**config.mk**
```make
export PLATFORM = sky130hd
export DESIGN_NAME = medidor_periodo
export DESIGN_NICKNAME = d
export VERILOG_FILES = /design/src/rtl/medidor_pkg.sv /design/src/rtl/sincronizador_flanco.sv /design/src/rtl/medidor_periodo.sv
export SDC_FILE = /design/constraint.sdc
export NUM_CORES = 1
export LEC_CHECK = 0
export BUFFER_PORTS_ARGS = -buffer_cell sky130_fd_sc_hd__buf_2
export CAP_MARGIN = 20
export CORE_MARGIN = 2
export CORE_UTILIZATION = 30
export CTS_CLUSTER_SIZE = 25
export DETAILED_ROUTE_END_ITERATION = 8
export GPL_ROUTABILITY_DRIVEN = 0
export PLACE_DENSITY_LB_ADDON = 0.1
export SETUP_SLACK_MARGIN = 0.1
export SLEW_MARGIN = 15
export SYNTH_ARGS = -nofsm -noshare
export SYNTH_HDL_FRONTEND = slang
export SYNTH_SLANG_ARGS = --single-unit
```
**constraint.sdc**
```tcl
create_clock -name clk -period 2.87 [get_ports clk]
set_clock_uncertainty 0.2 [all_clocks]
set_input_delay 0.287 -clock clk [delete_from_list [all_inputs] [get_ports clk]]
set_output_delay 0.287 -clock clk [all_outputs]
set_load 0.05 [all_outputs]
```
**src/rtl/medidor_pkg.sv**
```systemverilog
// -----------------------------------------------------------------------------
// medidor_pkg
// Shared definitions for the period meter and later input-capture blocks.
//   estado_t    : measurement FSM encodings (IDLE / ARMED / MIDIENDO)
//   AVG_LOG_MAX : largest supported log2 averaging depth
// -----------------------------------------------------------------------------
package medidor_pkg;

    typedef enum logic [1:0] {
        ST_IDLE     = 2'd0,
        ST_ARMED    = 2'd1,
        ST_MIDIENDO = 2'd2
    } estado_t;

    localparam int AVG_LOG_MAX = 4;

endpackage : medidor_pkg

```
**src/rtl/sincronizador_flanco.sv**
```systemverilog
// -----------------------------------------------------------------------------
// sincronizador_flanco
// Brings an asynchronous input into the clk domain and produces one-cycle
// rising/falling edge pulses aligned with the synchronised level.
//   clk      : clock
//   rst      : synchronous active-high reset
//   i_async  : asynchronous input
//   o_sync   : synchronised level (SYNC_STAGES + 1 flops behind i_async)
//   o_sube   : one-cycle pulse in the first cycle o_sync is high
//   o_baja   : one-cycle pulse in the first cycle o_sync is low
// -----------------------------------------------------------------------------
module sincronizador_flanco #(
    parameter int SYNC_STAGES = 2
) (
    input  logic clk,
    input  logic rst,
    input  logic i_async,
    output logic o_sync,
    output logic o_sube,
    output logic o_baja
);

    logic [SYNC_STAGES-1:0] chain_reg;
    logic                   sync_d_reg;
    logic                   sube_reg;
    logic                   baja_reg;
    logic                   sync_last;

    assign sync_last = chain_reg[SYNC_STAGES-1];

    // Reset loads ones everywhere: if the input is already high when reset
    // releases, no phantom rising edge is seen (a phantom falling edge is
    // harmless to the consumers).
    always_ff @(posedge clk) begin
        if (rst) begin
            chain_reg  <= '1;
            sync_d_reg <= 1'b1;
            sube_reg   <= 1'b0;
            baja_reg   <= 1'b0;
        end else begin
            chain_reg  <= {chain_reg[SYNC_STAGES-2:0], i_async};
            sync_d_reg <= sync_last;
            sube_reg   <= sync_last & ~sync_d_reg;
            baja_reg   <= ~sync_last & sync_d_reg;
        end
    end

    assign o_sync = sync_d_reg;
    assign o_sube = sube_reg;
    assign o_baja = baja_reg;

endmodule : sincronizador_flanco

```
**src/rtl/medidor_periodo.sv**
```systemverilog
// -----------------------------------------------------------------------------
// medidor_periodo
// Measures the number of clk cycles between consecutive rising edges of an
// asynchronous input, averages 2**AVG_LOG samples and publishes the result.
//   clk        : clock
//   rst        : synchronous active-high reset
//   i_signal   : asynchronous measured signal
//   i_enable   : measurement enable (low forces IDLE, partial window lost)
//   o_periodo  : averaged period in clk cycles
//   o_valid    : one-cycle strobe when o_periodo/o_overflow/o_alto update
//   o_overflow : some sample of the published window saturated
//   o_alto     : averaged high time (only when MEDIDOR_ALTO_EN is defined)
// Build option: define MEDIDOR_ALTO_EN to add the high-time measurement.
// -----------------------------------------------------------------------------
module medidor_periodo
    import medidor_pkg::*;
#(
    parameter int WIDTH       = 16,
    parameter int SYNC_STAGES = 2,
    parameter int AVG_LOG     = 0
) (
    input  logic             clk,
    input  logic             rst,
    input  logic             i_signal,
    input  logic             i_enable,
    output logic [WIDTH-1:0] o_periodo,
    output logic             o_valid,
    output logic             o_overflow
`ifdef MEDIDOR_ALTO_EN
    ,
    output logic [WIDTH-1:0] o_alto
`endif
);

    localparam int ACC_W    = WIDTH + AVG_LOG;
    // One spare bit keeps the window counter non-empty when AVG_LOG = 0.
    localparam int WIN_W    = AVG_LOG + 1;
    localparam int WIN_LAST = (1 << AVG_LOG) - 1;
    localparam logic [WIDTH-1:0] UNO     = WIDTH'(1);
    localparam logic [WIN_W-1:0] WIN_FIN = WIN_W'(WIN_LAST);
    localparam logic [WIN_W-1:0] WIN_UNO = WIN_W'(1);

    logic sync_s;
    logic sube_s;
    logic baja_s;

    sincronizador_flanco #(
        .SYNC_STAGES(SYNC_STAGES)
    ) u_sinc (
        .clk     (clk),
        .rst     (rst),
        .i_async (i_signal),
        .o_sync  (sync_s),
        .o_sube  (sube_s),
        .o_baja  (baja_s)
    );

    estado_t          state_reg,   state_next;
    logic [WIDTH-1:0] cnt_reg,     cnt_next;
    logic [ACC_W-1:0] acc_reg,     acc_next;
    logic [WIN_W-1:0] win_reg,     win_next;
    logic             win_ovf_reg, win_ovf_next;
    logic [WIDTH-1:0] periodo_reg, periodo_next;
    logic             valid_reg,   valid_next;
    logic             ovf_reg,     ovf_next;

    logic [WIDTH-1:0] muestra;
    logic             muestra_ovf;
    logic [ACC_W-1:0] acc_sum;
    logic             marca_ovf;

    // A saturated counter means the true period is unknown: report all ones.
    assign muestra_ovf = (cnt_reg == '1);
    assign muestra     = muestra_ovf ? cnt_reg : cnt_reg + UNO;
    assign acc_sum     = acc_reg + ACC_W'(muestra);

`ifdef MEDIDOR_ALTO_EN
    logic [WIDTH-1:0] alto_cnt_reg, alto_cnt_next;
    logic [ACC_W-1:0] alto_acc_reg, alto_acc_next;
    logic [WIDTH-1:0] alto_out_reg, alto_out_next;
    logic [ACC_W-1:0] alto_sum;
    logic             alto_ovf;

    assign alto_ovf  = (alto_cnt_reg == '1);
    assign alto_sum  = alto_acc_reg + ACC_W'(alto_cnt_reg);
    assign marca_ovf = muestra_ovf | alto_ovf;

    // The sube cycle is already the first high cycle, so the count restarts
    // at one; it then freezes on baja or saturation until the next sube.
    always_comb begin
        alto_cnt_next = alto_cnt_reg;
        if (state_reg == ST_IDLE || !i_enable) begin
            alto_cnt_next = '0;
        end else if (sube_s) begin
            alto_cnt_next = UNO;
        end else if (sync_s && !baja_s && !alto_ovf) begin
            alto_cnt_next = alto_cnt_reg + UNO;
        end
    end

    assign o_alto = alto_out_reg;
`else
    logic unused_sync_baja;

    assign marca_ovf        = muestra_ovf;
    assign unused_sync_baja = sync_s ^ baja_s;
`endif

    always_comb begin
        state_next   = state_reg;
        cnt_next     = cnt_reg;
        acc_next     = acc_reg;
        win_next     = win_reg;
        win_ovf_next = win_ovf_reg;
        periodo_next = periodo_reg;
        ovf_next     = ovf_reg;
        valid_next   = 1'b0;
`ifdef MEDIDOR_ALTO_EN
        alto_acc_next = alto_acc_reg;
        alto_out_next = alto_out_reg;
`endif
        case (state_reg)
            ST_IDLE: begin
                cnt_next     = '0;
                acc_next     = '0;
                win_next     = '0;
                win_ovf_next = 1'b0;
`ifdef MEDIDOR_ALTO_EN
                alto_acc_next = '0;
`endif
                if (i_enable) begin
                    state_next = ST_ARMED;
                end
            end

            ST_ARMED: begin
                if (!i_enable) begin
                    state_next = ST_IDLE;
                end else if (sube_s) begin
                    state_next = ST_MIDIENDO;
                    cnt_next   = '0;
                end
            end

            ST_MIDIENDO: begin
                if (!i_enable) begin
                    // Drop the partial window; the outputs keep the last result.
                    state_next   = ST_IDLE;
                    cnt_next     = '0;
                    acc_next     = '0;
                    win_next     = '0;
                    win_ovf_next = 1'b0;
`ifdef MEDIDOR_ALTO_EN
                    alto_acc_next = '0;
`endif
                end else if (sube_s) begin
                    cnt_next = '0;
                    if (win_reg == WIN_FIN) begin
                        periodo_next = WIDTH'(acc_sum >> AVG_LOG);
                        ovf_next     = win_ovf_reg | marca_ovf;
                        valid_next   = 1'b1;
                        acc_next     = '0;
                        win_next     = '0;
                        win_ovf_next = 1'b0;
`ifdef MEDIDOR_ALTO_EN
                        alto_out_next = WIDTH'(alto_sum >> AVG_LOG);
                        alto_acc_next = '0;
`endif
                    end else begin
                        acc_next     = acc_sum;
                        win_next     = win_reg + WIN_UNO;
                        win_ovf_next = win_ovf_reg | marca_ovf;
`ifdef MEDIDOR_ALTO_EN
                        alto_acc_next = alto_sum;
`endif
                    end
                end else if (!muestra_ovf) begin
                    cnt_next = cnt_reg + UNO;
                end
            end

            default: begin
                state_next = ST_IDLE;
            end
        endcase
    end

    always_ff @(posedge clk) begin
        if (rst) begin
            state_reg   <= ST_IDLE;
            cnt_reg     <= '0;
            acc_reg     <= '0;
            win_reg     <= '0;
            win_ovf_reg <= 1'b0;
            periodo_reg <= '0;
            valid_reg   <= 1'b0;
            ovf_reg     <= 1'b0;
`ifdef MEDIDOR_ALTO_EN
            alto_cnt_reg <= '0;
            alto_acc_reg <= '0;
            alto_out_reg <= '0;
`endif
        end else begin
            state_reg   <= state_next;
            cnt_reg     <= cnt_next;
            acc_reg     <= acc_next;
            win_reg     <= win_next;
            win_ovf_reg <= win_ovf_next;
            periodo_reg <= periodo_next;
            valid_reg   <= valid_next;
            ovf_reg     <= ovf_next;
`ifdef MEDIDOR_ALTO_EN
            alto_cnt_reg <= alto_cnt_next;
            alto_acc_reg <= alto_acc_next;
            alto_out_reg <= alto_out_next;
`endif
        end
    end

    assign o_periodo  = periodo_reg;
    assign o_valid    = valid_reg;
    assign o_overflow = ovf_reg;

endmodule : medidor_periodo

```
==> metrics <==
final instance area=2202 um2; total iterations of the first detailed-routing run=4; Yosys top cell by area=dfxtp_1; met1 Use GR=about a fifth; I/O Pins=22; Avg Cell Area, Syn=roughly 8.4 um2; Crit Path Max Fanout=11; R2R setup slack=~0.38 ns; total gr overflow=0; initial drt markers=58; Worst Path Arrival=between 2 and 3 ns; initial antenna violation count=0; clk buf depth=2; crit path launch type=flip-flop; H-tree level count=2; required time of the worst setup path=2.90 ns; area delta synth->final=15.56%; TNS Setup=0 ns; gr usage total=between 10% and 20%; relative slew slack=61.09%; DRC=0; register bit total from synthesis=40; die width=~84 um; Sw Share=between 20 and 25%; Initial Util=a little under a third; RR Startpoint=cnt_reg[0]; Worst Setup Slack post-DPL=0.4048 ns; ranking of synthesized cells by area=dfxtp_1, a21oi_1, nor2_1; most crowded layer after global routing=met2; root buf cell=clkbuf_8; max-cap violation count=0; final max-slew violation count=0; hold path depth=3; Die Height=approximately 84 um; Reg clk slew, reported paths=roughly 0.090 ns; Hold Startpoint=i_enable; port bufs=21; Cell variety after synth=44; worst skew pair latency=0.30 ns; kind of critical path=flip-flop to flip-flop; layout net count=250; RR Endpoint=o_periodo[3]; CTS Buf Count=5; Fin. Hold Viols=0; P_sw=0.2263 mW; Avg WL per Cell=~14 um; CP endpoint kind=flip-flop; vias in the first global route=1542; share of cells above drive strength 1=19.11%; final worst-path setup slack=~0.38 ns; post-synth net total=232; outcome=completed; FF/Latch Area=800.8 um2; Vias/cell=5.115; vias post-DR=approximately 1.7k; area of the mapped netlist=around 1900 um2; Site Rows=29; TritonCTS clock tree=built; first-pass GRT wire length=8.004 mm; Internal Power=roughly 0.83 mW; Logic pwr share=around 2.1%; CORE AREA=6241 um2; cell count of the worst reg-to-reg path=5; post-synth top area share=a little over two fifths; f_max=about 400 MHz; cell area after placement=around 2100 um2; pin count of the biggest net entering global routing=33; Clock Power Share=approximately 45%; final worst path period share=around 87%; min Tclk post-route=roughly 2.5 ns; clk sinks=40; Hold Crit Class=input pin to flip-flop; Syn Inst Count=roughly 230; Top FF cell, synth=dfxtp_1; number of flops mapped to enable cells by yosys=0; Final Power=1.053 mW; post-CTS setup buffers=0; Sequential Power Share=between 50% and 60%; post-DP HPWL=approximately 3.1 mm; worst hold endpoint=state_reg[1]; commonest non-fill, non-tap cells in the layout=dfxtp_1, nor2_1, a21oi_1; fillers=681; ANT nets after route=0; DIE AREA=approximately 7000 um2; footprint of the multi-input gates=~1000 um2; Max IR drop VDD=0.1838 mV; grt met3 use=under 10%; PD cells=roughly 480 nW/um2; post-synthesis sequential area ratio=a little over two fifths; met2 usage=a little over a fifth; actual slew at the worst max-slew pin=approximately 0.6 ns; RSZ-0062 raised after global routing=no; synth warn=0; commonest non-fill, non-tap cell in the layout=dfxtp_1; leakage power=~0.71 nW; antenna cells=0; routed wire length=4.649 mm; # setup viols final=0; asr flop ratio synth=0%
[cell type report]
| type | instances | share of cell area (%) |
|---|---|---|
| Clock inverter | 3 | 2.102 |
| Clock buffer | 5 | 3.125 |
| Multi-Input combinational cell | 171 | 47.27 |
| Tap cell | 77 | 4.375 |
| Timing Repair Buffer | 26 | 6.591 |
| Inverter | 1 | 0.1705 |
| Sequential cell | 40 | 36.36 |
[worst max-delay path, stage by stage, from the launching register on]
cell     delay (ns)
dfxtp_1        0.52
ha_1           0.38
nand4_4        0.22
or4_4          0.65
a221o_1        0.35
a21oi_1        0.11
[through the flow]
stage | hold slack, ns | instances | utilization (%)
3_3_place_gp | 0.1752 | 314 | 33.14
2_1_floorplan | 0.1721 | 227 | -
4_1_cts | 0.08116 | 323 | 35.14
3_5_place_dp | 0.1790 | 314 | 33.14
5_1_grt | 0.09204 | 323 | 35.28
6_report | 0.09394 | 323 | 35.28
[layer usage]
layer,part of all wire (%),up-vias
met3,3.3,4
met2,45,24
met1,51,755
met5,0,-
met4,0.95,0
li1,-,869
[Yosys cell counts (2+ instances only)]
library cell	instances
a211oi_1	8
a21oi_1	24
a311oi_1	3
a31oi_1	8
and4_1	3
buf_2	4
clkbuf_1	10
dfxtp_1	40
nand2_1	23
nand2b_1	5
nand3_1	9
nand3b_1	3
nand4_1	4
nor2_1	24
nor3_1	4
nor3b_1	2
o211ai_1	3
o21ai_0	10
o21ai_1	2
o41ai_1	2
or2_2	6
xnor2_1	7
xor2_1	2
[cell families after synthesis]
kind of cell	share of synthesized area [%]
buf+inv	3.808
compound gates	22.98
flops	42.02
fa+ha+maj	0.6565
xor+xnor	4.137
simple gates	26.40
[worst max path at each step]
| stage | slack, ns | start | to |
|---|---|---|---|
| 2_1_floorplan | 0.67 | cnt_reg[1] | cnt_reg[2] |
| 3_3_place_gp | 0.48 | cnt_reg[0] | o_periodo[10] |
| 3_5_place_dp | 0.40 | cnt_reg[0] | o_periodo[3] |
| 4_1_cts | 0.39 | cnt_reg[0] | o_periodo[6] |
| 5_1_grt | 0.19 | cnt_reg[0] | o_periodo[10] |
| 6_report | 0.38 | cnt_reg[0] | o_periodo[3] |
[power by group through the flow]
| stage | Clock, mW | Combinational [mW] | Sequential (mW) |
|---|---|---|---|
| final | 0.472 | 0.0224 | 0.559 |
| after global routing | 0.517 | 0.0249 | 0.560 |
| after CTS | 0.490 | 0.0226 | 0.559 |
| after detailed placement | 0 | 0.0215 | 0.572 |
| after global placement | 0 | 0.0216 | 0.572 |
| after floorplan | 0 | 0.0130 | 0.571 |
[what timing repair did]
action,4_1_cts,5_1_grt
hold buffers,1,0
hold endpoints to repair,1,0
setup endpoints to repair,0,1
resized for setup,0,1
Power figures use the tool's default switching activity.
